**src/rtl/calc_pkg.sv**
```systemverilog
// Shared calculator key-event definitions: opcodes, keypad FSM states and matrix map constants.
package calc_pkg;

  localparam logic [1:0] OP_ADD = 2'b00;
  localparam logic [1:0] OP_SUB = 2'b01;
  localparam logic [1:0] OP_MUL = 2'b10;

  localparam logic [2:0] OPROW = 3'd4;
  localparam logic [1:0] EQCOL = 2'd3;

  localparam int unsigned NUM_ROWS = 5;

  typedef enum logic [1:0] {
    SCAN = 2'd0,
    DEB  = 2'd1,
    FIRE = 2'd2,
    HOLD = 2'd3
  } key_state_e;

  // Lowest-index active-low row; only meaningful when at least one row is low.
  function automatic logic [2:0] lowest_low_row(input logic [NUM_ROWS-1:0] rows_n);
    logic [2:0] idx;
    idx = 3'd0;
    for (int i = NUM_ROWS - 1; i >= 0; i--) begin
      if (!rows_n[i]) idx = 3'(i);
    end
    return idx;
  endfunction

endpackage

```
**src/rtl/keypad_decoder_if.sv**
```systemverilog
// Calculator key-event interface: the keypad decoder drives it, the Registers block consumes it.
interface keypad_decoder_if;
  logic       newhex;
  logic [3:0] hexcode;
  logic       newop;
  logic [1:0] opcode;
  logic       eq;
  logic       BS;

  modport master (output newhex, hexcode, newop, opcode, eq, BS);
  modport slave  (input  newhex, hexcode, newop, opcode, eq, BS);
endinterface

```
**src/rtl/key_debounce.sv**
```systemverilog
// Single-button synchroniser + stable-count debouncer with a one-cycle pulse on the debounced rise.
// KEYPAD_AUTOREPEAT_EN: the pulse also repeats every REPEAT_CYC cycles while the button stays held.
module key_debounce #(
  parameter int unsigned DEBOUNCE_CYC = 20000
`ifdef KEYPAD_AUTOREPEAT_EN
  , parameter int unsigned REPEAT_CYC = 500000
`endif
) (
  input  logic clock,
  input  logic reset,
  input  logic din,
  output logic rise
);
  localparam int unsigned CNT_W = $clog2(DEBOUNCE_CYC);

  logic             s1_q, s2_q;
  logic             level_q, level_d;
  logic             rise_q, rise_d;
  logic [CNT_W-1:0] cnt_q, cnt_d;
`ifdef KEYPAD_AUTOREPEAT_EN
  localparam int unsigned REP_W = $clog2(REPEAT_CYC + 1);
  logic [REP_W-1:0] rep_q, rep_d;
`endif

  // Level flips only after DEBOUNCE_CYC consecutive samples disagreeing with it.
  always_comb begin
    level_d = level_q;
    cnt_d   = cnt_q;
    rise_d  = 1'b0;
    if (s2_q == level_q) begin
      cnt_d = '0;
    end else if (cnt_q == CNT_W'(DEBOUNCE_CYC - 1)) begin
      level_d = s2_q;
      cnt_d   = '0;
      rise_d  = s2_q;
    end else begin
      cnt_d = cnt_q + 1'b1;
    end
`ifdef KEYPAD_AUTOREPEAT_EN
    rep_d = '0;
    if (level_q && s2_q) begin
      if (rep_q == REP_W'(REPEAT_CYC - 1)) rise_d = 1'b1;
      else                                 rep_d  = rep_q + 1'b1;
    end
`endif
  end

  always_ff @(posedge clock) begin
    if (reset) begin
      s1_q    <= 1'b0;
      s2_q    <= 1'b0;
      level_q <= 1'b0;
      rise_q  <= 1'b0;
      cnt_q   <= '0;
`ifdef KEYPAD_AUTOREPEAT_EN
      rep_q   <= '0;
`endif
    end else begin
      s1_q    <= din;
      s2_q    <= s1_q;
      level_q <= level_d;
      rise_q  <= rise_d;
      cnt_q   <= cnt_d;
`ifdef KEYPAD_AUTOREPEAT_EN
      rep_q   <= rep_d;
`endif
    end
  end

  assign rise = rise_q;

endmodule

```
**src/rtl/keypad_decoder.sv**
```systemverilog
// Scans a 4x5 key matrix plus a backspace button and emits debounced one-cycle key-event pulses.
// KEYPAD_AUTOREPEAT_EN: held hex keys and backspace repeat every REPEAT_CYC cycles.
module keypad_decoder
  import calc_pkg::*;
#(
  parameter int unsigned SCAN_DIV     = 1000,
  parameter int unsigned DEBOUNCE_CYC = 20000
`ifdef KEYPAD_AUTOREPEAT_EN
  , parameter int unsigned REPEAT_CYC = 500000
`endif
) (
  input  logic                clock,
  input  logic                reset,
  input  logic [NUM_ROWS-1:0] row_n,
  input  logic                bs_btn,
  output logic [3:0]          col_n,
  keypad_decoder_if.master    kif
);
  localparam int unsigned SLOT_W = $clog2(SCAN_DIV);
  localparam int unsigned CNT_W  = $clog2(DEBOUNCE_CYC);

  key_state_e          state_q, state_d;
  logic [NUM_ROWS-1:0] row_s1_q, row_s2_q;
  logic [1:0]          col_q, col_d;
  logic [3:0]          col_n_q, col_n_d;
  logic [SLOT_W-1:0]   slot_q, slot_d;
  logic [CNT_W-1:0]    cnt_q, cnt_d;
  logic [2:0]          row_q, row_d;
  logic                newhex_q, newhex_d, newop_q, newop_d, eq_q, eq_d;
  logic [3:0]          hexcode_q, hexcode_d;
  logic [1:0]          opcode_q, opcode_d;
  logic                bs_q, bs_d, bs_pend_q, bs_pend_d;
  logic                bs_rise, row_low, col_quiet;
`ifdef KEYPAD_AUTOREPEAT_EN
  localparam int unsigned REP_W = $clog2(REPEAT_CYC + 1);
  logic [REP_W-1:0] rep_q, rep_d;
`endif

  key_debounce #(
    .DEBOUNCE_CYC(DEBOUNCE_CYC)
`ifdef KEYPAD_AUTOREPEAT_EN
    , .REPEAT_CYC(REPEAT_CYC)
`endif
  ) u_bs_debounce (
    .clock(clock),
    .reset(reset),
    .din  (bs_btn),
    .rise (bs_rise)
  );

  always_comb begin
    state_d   = state_q;
    col_d     = col_q;
    slot_d    = slot_q;
    cnt_d     = cnt_q;
    row_d     = row_q;
    newhex_d  = 1'b0;
    newop_d   = 1'b0;
    eq_d      = 1'b0;
    hexcode_d = hexcode_q;
    opcode_d  = opcode_q;
    bs_d      = 1'b0;
    bs_pend_d = 1'b0;
    row_low   = ~row_s2_q[row_q];
    col_quiet = &row_s2_q;
`ifdef KEYPAD_AUTOREPEAT_EN
    rep_d     = rep_q;
`endif

    unique case (state_q)
      SCAN: begin
        if (slot_q == SLOT_W'(SCAN_DIV - 1)) begin
          slot_d = '0;
          if (!col_quiet) begin
            row_d   = lowest_low_row(row_s2_q);
            cnt_d   = '0;
            state_d = DEB;
          end else begin
            col_d = col_q + 2'd1;
          end
        end else begin
          slot_d = slot_q + 1'b1;
        end
      end
      DEB: begin
        if (!row_low) begin
          state_d = SCAN;
          slot_d  = '0;
          cnt_d   = '0;
        end else if (cnt_q == CNT_W'(DEBOUNCE_CYC - 1)) begin
          state_d = FIRE;
        end else begin
          cnt_d = cnt_q + 1'b1;
        end
      end
      FIRE: begin
        state_d = HOLD;
        cnt_d   = '0;
`ifdef KEYPAD_AUTOREPEAT_EN
        rep_d   = REP_W'(1);
`endif
        if (row_q != OPROW) begin
          newhex_d  = 1'b1;
          hexcode_d = {row_q[1:0], col_q};
        end else if (col_q == EQCOL) begin
          eq_d = 1'b1;
        end else begin
          newop_d = 1'b1;
          unique case (col_q)
            2'd0:    opcode_d = OP_ADD;
            2'd1:    opcode_d = OP_SUB;
            default: opcode_d = OP_MUL;
          endcase
        end
      end
      HOLD: begin
        // Release waits for the whole frozen column, so a second key held here never fires on its own.
        if (!col_quiet) begin
          cnt_d = '0;
        end else if (cnt_q == CNT_W'(DEBOUNCE_CYC - 1)) begin
          state_d = SCAN;
          slot_d  = '0;
          cnt_d   = '0;
        end else begin
          cnt_d = cnt_q + 1'b1;
        end
`ifdef KEYPAD_AUTOREPEAT_EN
        if (row_low && (row_q != OPROW)) begin
          if (rep_q == REP_W'(REPEAT_CYC - 1)) state_d = FIRE;
          else                                 rep_d   = rep_q + 1'b1;
        end else begin
          rep_d = '0;
        end
`endif
      end
      default: state_d = SCAN;
    endcase

    // A backspace edge that lands on a keypad FIRE cycle is deferred by one cycle.
    if (state_q == FIRE) bs_pend_d = bs_pend_q | bs_rise;
    else                 bs_d      = bs_pend_q | bs_rise;

    col_n_d = ~(4'b0001 << col_d);
  end

  always_ff @(posedge clock) begin
    if (reset) begin
      state_q   <= SCAN;
      row_s1_q  <= '1;
      row_s2_q  <= '1;
      col_q     <= 2'd0;
      col_n_q   <= 4'b1110;
      slot_q    <= '0;
      cnt_q     <= '0;
      row_q     <= 3'd0;
      newhex_q  <= 1'b0;
      newop_q   <= 1'b0;
      eq_q      <= 1'b0;
      hexcode_q <= 4'd0;
      opcode_q  <= 2'd0;
      bs_q      <= 1'b0;
      bs_pend_q <= 1'b0;
`ifdef KEYPAD_AUTOREPEAT_EN
      rep_q     <= '0;
`endif
    end else begin
      state_q   <= state_d;
      row_s1_q  <= row_n;
      row_s2_q  <= row_s1_q;
      col_q     <= col_d;
      col_n_q   <= col_n_d;
      slot_q    <= slot_d;
      cnt_q     <= cnt_d;
      row_q     <= row_d;
      newhex_q  <= newhex_d;
      newop_q   <= newop_d;
      eq_q      <= eq_d;
      hexcode_q <= hexcode_d;
      opcode_q  <= opcode_d;
      bs_q      <= bs_d;
      bs_pend_q <= bs_pend_d;
`ifdef KEYPAD_AUTOREPEAT_EN
      rep_q     <= rep_d;
`endif
    end
  end

  assign col_n       = col_n_q;
  assign kif.newhex  = newhex_q;
  assign kif.hexcode = hexcode_q;
  assign kif.newop   = newop_q;
  assign kif.opcode  = opcode_q;
  assign kif.eq      = eq_q;
  assign kif.BS      = bs_q;

endmodule

```
**src/flat_wrapper.sv**
```systemverilog
// flat-port wrapper written by rule: the top's interface ports become plain ports
module keypad_decoder_flat import calc_pkg::*;
#(
  parameter int unsigned SCAN_DIV     = 1000,
  parameter int unsigned DEBOUNCE_CYC = 20000

)
  (clock, reset, row_n, bs_btn, col_n, kif_newhex, kif_hexcode, kif_newop, kif_opcode, kif_eq, kif_BS);
  keypad_decoder_if kif_i ();
  input  logic clock;
  input  logic reset;
  input  logic [NUM_ROWS-1:0] row_n;
  input  logic bs_btn;
  output logic [3:0] col_n;
  output wire logic [$bits(kif_i.newhex)-1:0] kif_newhex;
  output wire logic [$bits(kif_i.hexcode)-1:0] kif_hexcode;
  output wire logic [$bits(kif_i.newop)-1:0] kif_newop;
  output wire logic [$bits(kif_i.opcode)-1:0] kif_opcode;
  output wire logic [$bits(kif_i.eq)-1:0] kif_eq;
  output wire logic [$bits(kif_i.BS)-1:0] kif_BS;
  assign kif_newhex = kif_i.newhex;
  assign kif_hexcode = kif_i.hexcode;
  assign kif_newop = kif_i.newop;
  assign kif_opcode = kif_i.opcode;
  assign kif_eq = kif_i.eq;
  assign kif_BS = kif_i.BS;
  keypad_decoder #(.SCAN_DIV(SCAN_DIV), .DEBOUNCE_CYC(DEBOUNCE_CYC)) u_core (.clock(clock), .reset(reset), .row_n(row_n), .bs_btn(bs_btn), .col_n(col_n), .kif(kif_i));
endmodule
```
**config.mk**
```make
export PLATFORM = sky130hd
export DESIGN_NAME = keypad_decoder_flat
export DESIGN_NICKNAME = d
export VERILOG_FILES = /design/src/rtl/calc_pkg.sv /design/src/rtl/keypad_decoder_if.sv /design/src/rtl/key_debounce.sv /design/src/rtl/keypad_decoder.sv /design/src/flat_wrapper.sv
export SDC_FILE = /design/constraint.sdc
export NUM_CORES = 1
export LEC_CHECK = 0
export ABC_AREA = 1
export CAP_MARGIN = 15
export CORE_ASPECT_RATIO = 1.1
export CORE_MARGIN = 8
export CORE_UTILIZATION = 65
export CTS_CLUSTER_DIAMETER = 60
export DETAILED_ROUTE_END_ITERATION = 6
export DONT_BUFFER_PORTS = 1
export PLACE_DENSITY = 0.81
export SYNTH_ARGS = -nofsm -noshare
export SYNTH_HDL_FRONTEND = slang
export SYNTH_SLANG_ARGS = --single-unit
export TNS_END_PERCENT = 100
```
**constraint.sdc**
```tcl
create_clock -name clock -period 4.5 [get_ports clock]
set_clock_uncertainty 0.15 [all_clocks]
set_input_delay 1.125 -clock clock [delete_from_list [all_inputs] [get_ports clock]]
set_output_delay 1.125 -clock clock [all_outputs]
set_load 0.005 [all_outputs]
```
## After elaboration in Yosys (flattened, before gate mapping)

Cells that the tools add are included.

| word-level totals | value |
|---|---|
| flip-flop bits (word level) | 76 |
| bits of input ports | 8 |
| output and inout bits | 14 |
| word-level logic and storage cells | 100 |

| operators by class | value |
|---|---|
| mux-type cells | 33 |
| add/sub/neg operators | 4 |
| reduce and logical (&&, ||, !) cells | 16 |
| shift operators | 1 |
| eq/ne operators | 17 |
| order comparisons | 1 |
| bitwise operators | 8 |

Operator list:

| cell | count |
|---|---|
| $mux 15 | 6 |
| $pmux 15 s4 | 1 |
| $mux 10 | 4 |
| $add 15x1->15 const B | 2 |
| $eq 15x15->1 const B | 2 |
| $pmux 10 s3 | 1 |
| $mux 2 | 9 |
| $mux 3 | 5 |
| $add 10x1->10 const B | 1 |
| $eq 10x10->1 const B | 1 |
| $reduce_and 5->1 | 2 |
| $reduce_and 3->1 | 3 |
| $reduce_or 3->1 | 3 |
| $ne 2x1->1 const B | 4 |
| $pmux 2 s4 | 1 |
| $eq 2x2->1 const B | 3 |
| $not 1->1 | 6 |
| $eq 2x1->1 const B | 2 |
| $logic_not 2->1 | 2 |
| $lt 3x4->1 const B | 1 |
| $mux 1 | 4 |
| $not 4->4 | 1 |
| $pmux 2 s2 | 1 |
| $reduce_and 2->1 | 2 |
| other kinds (12) | 13 |

## Logic depth before layout (Yosys ltp)

Gate-level depths: netlist of run 1.

| logic depth | value |
|---|---|
| word-level depth | 6 |
| gate-level depth with buffers | 12 |
| depth with buffers taken out | 12 |

## Cells and area by module

A second synthesis of run 1 with hierarchy kept.

| second synthesis, totals | value |
|---|---|
| cells, all modules | 547 |
| area total of the unflattened synthesis | 3928.8 um^2 |

By module, submodules not included:

| module | sequential area each (um^2) | instances | area an instance (um^2) | cells each |
|---|---|---|---|---|
| keypad_decoder | 1141.1 | 1 | 2989.1 | 421 |
| key_debounce | 380.4 | 1 | 939.7 | 126 |

## Worst setup path before layout of run 1

Ideal clock, no wire load.

| path | value |
|---|---|
| path kind | input -> register |
| from | input port reset |
| to | register u_core.slot_q[1] |
| cell stages on the path | 4 |
| data required time | 4.285 ns |
| arrival | 1.701 ns |
| setup slack | 2.584 ns |
| buffers on the path | 1 |
| cells stage by stage | inv_1 buf_1 o21ai_0 nor2_1 |

RTL lines:

| what | line | text |
|---|---|---|
| from (decl) | flat_wrapper.sv:11 | `input logic reset;` |
| to (signal assigned) | keypad_decoder.sv:172 | `slot_q <= slot_d;` |
| to (decl) | keypad_decoder.sv:26 | `logic [SLOT_W-1:0] slot_q, slot_d;` |

## Worst setup path in the final report of run 1

| path | value |
|---|---|
| from | register u_core.slot_q[0] |
| to | register u_core.cnt_q[6] |

| on the way | value |
|---|---|
| word-level cells in the longest chain between the ends | 3 |

RTL lines:

| what | line | text |
|---|---|---|
| $eq 10x10->1 | keypad_decoder.sv:72 | `if (slot_q == SLOT_W'(SCAN_DIV - 1)) begin` |
| $ne 2x1->1 (no source line) | - |  |
| $reduce_and 3->1 (no source line) | - |  |
| to (signal assigned) | keypad_decoder.sv:173 | `cnt_q <= cnt_d;` |
| to (decl) | keypad_decoder.sv:27 | `logic [CNT_W-1:0] cnt_q, cnt_d;` |

Every way passes these cells.
A chain may end at the register's enable or synchronous reset.

==> impl_metrics.json, run 1 <==
{
  "crit_type": "reg2reg",
  "outcome": "finished clean",
  "yosysSeqAreaShare": 0.403,
  "gr-usage-all-layers": 0.201,
  "cts.path.max_buffers": 2,
  "worst_setup_path_end_kind": "register",
  "wirelength_mm": 7.92,
  "stdcell_count": 639,
  "startpoint_type": "register",
  "synth_edf_count": 0,
  "postCtsHoldBufs": 0,
  "required_ns": 4.59,
  "dp.cells": 623,
  "power_frac_comb": 0.022,
  "p_sw_mw": 0.267,
  "synth_cell_types": 36,
  "nNetsFinal": 572,
  "synth_nets": 574,
  "firstDrtPassIters": 6,
  "ant_nets": 0,
  "hold_viol_final": 0,
  "setup_viol": 0,
  "use_met3": 0.0470,
  "routabilityCongestion": 0.938,
  "min_path_type": "reg2reg",
  "dieArea_um2": 8510,
  "p_leak_nw": 1.68,
  "p_int_mw": 1.03,
  "synth.cell_area_um2": 3780,
  "ctsResizeCount": 0,
  "vias": 3416,
  "insertedDiodeCount": 0,
  "grt_max_degree": 33,
  "setup_tns_ns": 0,
  "whs_ns": 0.258,
  "drc": 0,
  "hpwl_mm": 5.78,
  "synthArstFlopShare": 0,
  "io_pins": 22,
  "num_rows": 29,
  "rsz0062_at_grt": "false",
  "powerDensity_nw_per_um2": 323,
  "use_met1": 0.233,
  "drt_iter0_drc": 160,
  "met2_usage": 0.337,
  "cts_setup_buffers": 0,
  "die_width_um": 88.7,
  "synth_common_cells": "nand2_1 (138), nor2_1 (88), dfxtp_1 (76), inv_1 (71), nand3_1 (49)",
  "cts_root_buf": "clkbuf_8",
  "yosysTopAreaCell": "dfxtp_1",
  "syn_area_per_cell_um2": 6.76,
  "layout_min_cycle_time_ns": 2.22,
  "initial_core_util": 0.664,
  "synthFlopType": "dfxtp_1",
  "cp.arrival_ns": 2.31,
  "final_cell_area_um2": 4030,
  "wl_per_cell_um": 12.4,
  "busiest_layer": "met2",
  "clk_latency_ns": 0.35,
  "drv_cap": 0,
  "drv_slew": 0,
  "die_y_um": 96.0,
  "cts_tree": "built",
  "swShare": 0.205,
  "numClockSinks": 76,
  "post-route-util": 0.708,
  "ys_ff_latch": 76,
  "htreeDepth": 3,
  "clk_pin_slew_ns": 0.07,
  "dpl_cell_area_um2": 3800,
  "relSlewSlack": 0.541,
  "drive_above_1_share": 0.0854,
  "syn2layout_area_growth_pct": 6.65,
  "yosysMostFrequentCell": "nand2_1",
  "synth_area_leaders": "dfxtp_1 (40%), nand2_1 (14%), nor2_1 (8.7%)",
  "ir_drop_mv": 0.421,
  "netlist_instances": 559,
  "fin_crit_sh": 0.493,
  "grt_pass1_wl_mm": 13.4,
  "antenna_found_initial": 0,
  "clkPwrFrac": 0.451,
  "cts_buffers": 9,
  "synth_top_area_share": 0.403,
  "crit_path_max_fanout": 23,
  "grt_overflow": 0,
  "via_per_inst": 5.35,
  "grt_pass1_vias": 3132,
  "core_area_um2": 5700,
  "worst_pin_slew_ns": 0.688,
  "port_buffers": 0,
  "pwr-share-seq": 0.527,
  "yosys_warnings": 0,
  "max_freq_mhz": 451
}
## path summary, 6_finish.rpt
path / startpoint / end / slack, ns / cells past startpoint
hold / removal: u_core.u_bs_debounce.s1_q / u_core.u_bs_debounce.s2_q / 0.26 / 2
hold reg to reg: u_core.u_bs_debounce.s1_q / u_core.u_bs_debounce.s2_q / 0.26 / 2
setup / recovery: u_core.slot_q[0] / u_core.cnt_q[6] / 2.28 / 8
setup reg to reg: u_core.slot_q[0] / u_core.cnt_q[6] / 2.28 / 8
## layout by cell type, fill, tap and decap left out
cell type	synthesis	final
a21oi_1	27	27
a21oi_2	1	1
a31oi_1	1	1
bufinv_16	0	2
clkbuf_1	6	2
clkbuf_8	0	11
clkinv_4	0	1
dfxtp_1	76	76
ha_1	7	7
inv_1	71	71
inv_2	3	3
nand2_1	138	138
nand2_2	5	5
nand2_4	1	1
nand3_1	49	49
nand3_2	2	2
nand3_4	1	1
nand3b_1	1	1
nand4_1	15	15
nor2_1	88	88
nor2_2	3	3
nor2_4	3	3
nor3_1	14	14
nor3_2	1	1
nor3_4	1	1
nor3b_1	1	1
nor4_1	2	2
o211ai_2	1	1
o21a_1	1	1
o21ai_0	15	15
o21ai_2	2	2
o21bai_1	1	1
or2_2	10	10
xnor2_1	1	1
xor2_1	4	4
## sequential cells by signal, indices dropped and copies added (netlist names), 2 cells and up, named ones only
| name | count |
|---|---|
| u_core.cnt_q | 15 |
| u_core.row_s2_q | 5 |
| u_core.kif.opcode | 2 |
| u_core.row_q | 3 |
| u_core.col_q | 2 |
| u_core.u_bs_debounce.cnt_q | 15 |
| u_core.kif.hexcode | 4 |
| u_core.col_n | 4 |
| u_core.row_s1_q | 5 |
| u_core.slot_q | 10 |
## worst max-delay path, stage by stage (launching register included)
cell,delay (ns)
dfxtp_1,0.49
ha_1,0.22
nand2_1,0.11
nor2_1,0.16
nand3_1,0.10
nand2_2,0.40
o211ai_2,0.24
nand2_2,0.17
nor2_1,0.07
## cells by family (layout without fill, tap and decap cells)
group           Yosys count  in the layout  synth area share
simple gates            335            335             0.399
buf+inv                  87             90            0.0927
flops                    76             76             0.403
compound gates           49             49            0.0715
fa+ha+maj                 7              7            0.0232
xor+xnor                  5              5            0.0116
## stage by stage
| step | setup WS (ns) | total power, mW |
|---|---|---|
| 2_1_floorplan | 2.58 | 0.727 |
| 3_3_place_gp | 2.27 | 0.729 |
| 3_5_place_dp | 2.25 | 0.730 |
| 4_1_cts | 2.33 | 1.31 |
| 5_1_grt | 2.11 | 1.34 |
| 6_report | 2.28 | 1.30 |
## per-layer routing
metal  vias up  part of all wire
li1       1758                 -
met1      1539              0.45
met2        98              0.47
met3        21             0.054
met4         0             0.026
met5         -                 0
## power by group through the flow
stage               clock network, mW  logic [mW]  registers, mW
floorplan                           0      0.0279          0.699
global placement                    0      0.0275          0.701
detailed placement                  0      0.0283          0.702
CTS                             0.598      0.0284          0.686
global route                    0.622      0.0329          0.687
finish                          0.587      0.0283          0.686
## final cells by class
class / count / area (µm²)
multi-input combinational: 396 / 1910
fill: 501 / 1670
sequential: 76 / 1520
inverter: 74 / 278
clock buffer: 13 / 159
tap: 77 / 96.3
clock inverter: 3 / 68.8
(Power assumes the default switching activity.)
==> inputs of run 2 (changes only) <==
- CORE_UTILIZATION: 65 -> 63
- PLACE_DENSITY: 0.81 -> 0.79
- clock period: 4.5 -> 2.25 ns (I/O delays scaled with it)
==> impl_metrics.json, run 2 (synthesis gave the netlist of run 1 again) <==
{
  "port_buffers": 0,
  "wl_met2_mm": 4.18,
  "worst_setup_path_end_kind": "register",
  "wl_per_cell_um": 12.9,
  "cp.arrival_ns": 2.12,
  "final_common_cell": "nand2_1",
  "power.total_mw": 2.57,
  "nNetsFinal": 576,
  "power_frac_comb": 0.025,
  "drv_slew": 0,
  "die_width_um": 89.9,
  "whs_ns": 0.122,
  "final_cell_mix": "nand2_1 (138), nor2_1 (88), dfxtp_1 (76), inv_1 (71), nand3_1 (49)",
  "fillers": 455,
  "ir_drop_mv": 0.505,
  "p_leak_nw": 1.69,
  "crit_path_max_fanout": 19,
  "initial_core_util": 0.655,
  "grt_pass1_wl_mm": 14.1,
  "numClockSinks": 76,
  "drv_cap": 0,
  "core_area_um2": 5770,
  "stdcell_count": 642,
  "vias": 3440,
  "dp.cells": 627,
  "swShare": 0.220,
  "worst_pin_slew_ns": 0.601,
  "layout_min_cycle_time_ns": 1.99,
  "wirelength_mm": 8.29,
  "required_ns": 2.38,
  "finalWorstSetupSlack_ns": 0.261,
  "relSlewSlack": 0.597,
  "startpoint_type": "register",
  "grt_overflow": 0,
  "antenna_found_initial": 0,
  "grt_max_degree": 33,
  "cts.path.max_buffers": 2,
  "routed.top_layer": "met4",
  "cts_buffers": 9,
  "p_int_mw": 2.00,
  "dpl_cell_area_um2": 3830,
  "pwr-share-seq": 0.533,
  "wl_met1_mm": 3.51,
  "cts_root_buf": "clkbuf_8",
  "fin_crit_sh": 0.884,
  "drive_above_1_share": 0.0938,
  "firstDrtPassIters": 5,
  "io_pins": 22,
  "crit_type": "reg2reg",
  "outcome": "finished clean",
  "final_cell_area_um2": 4050,
  "ant_nets": 0,
  "ctsResizeCount": 0,
  "dieArea_um2": 8740,
  "grt_pass1_vias": 3284,
  "worstHoldStart": "reset",
  "clkPwrFrac": 0.442,
  "die_y_um": 97.2,
  "dp_slack_ns": 0.288,
  "setup_viol": 0,
  "routabilityCongestion": 0.921,
  "startpoint": "u_core.cnt_q[0]",
  "rsz0062_at_grt": "false",
  "hold_viol_final": 0,
  "htreeDepth": 3,
  "min_path_type": "in2reg",
  "post-route-util": 0.701,
  "drt_iter0_drc": 257,
  "max_freq_mhz": 503,
  "hpwl_mm": 6.02,
  "num_rows": 29,
  "powerDensity_nw_per_um2": 635,
  "r2r-start": "u_core.cnt_q[0]",
  "clk_pin_slew_ns": 0.08,
  "drc": 0,
  "gr-usage-all-layers": 0.192,
  "clk_latency_ns": 0.35,
  "setup_tns_ns": 0,
  "via_per_inst": 5.36,
  "syn2layout_area_growth_pct": 7.05,
  "wl_met3_um": 421,
  "postCtsHoldBufs": 0,
  "cts_tree": "built",
  "reg2regPathDepth": 11,
  "reg.largest.list": "u_core.cnt_q (15), u_core.u_bs_debounce.cnt_q (15), u_core.slot_q (10)",
  "holdPathStages": 1,
  "p_sw_mw": 0.564,
  "insertedDiodeCount": 0,
  "cts_setup_buffers": 0
}
run 2: cell type report:
type	instances	area (µm²)	area share
multi-input combinational	396	1910	0.472
sequential	76	1520	0.376
inverter	74	278	0.0686
clock buffer	9	124	0.0306
tap	77	96.3	0.0238
clock inverter	6	88.8	0.0220
timing repair buffer	4	30.0	0.00742
run 2: power groups by stage:
stage	sequential [mW]	clock (mW)	combinational, mW
2_1_floorplan	1.40	0	0.0559
3_3_place_gp	1.40	0	0.0622
3_5_place_dp	1.40	0	0.0632
4_1_cts	1.37	1.16	0.0635
5_1_grt	1.37	1.21	0.0714
6_report	1.37	1.14	0.0636
run 2: final timing paths:
kind	slack (ns)	to
worst max-delay path	0.26	u_core.cnt_q[13]
worst min-delay path	0.12	u_core.u_bs_debounce.level_q
worst max register to register	0.26	u_core.cnt_q[13]
worst min register to register	0.27	u_core.row_s2_q[4]
run 2: per-layer routing:
layer	vias to the layer above	global-route usage
met5	-	0
met4	0	0.0923
met3	19	0.0471
met2	98	0.348
met1	1550	0.204
li1	1773	-
run 2: worst max-delay path: stages, from the launching register on:
cell     delay (ns)
dfxtp_1        0.36
ha_1           0.21
nand2_2        0.10
nor2_4         0.15
nand2_2        0.07
nor2_4         0.17
nand3_4        0.23
nand2_4        0.17
inv_1          0.07
nand2_1        0.07
nand2_1        0.04
nor2_1         0.11
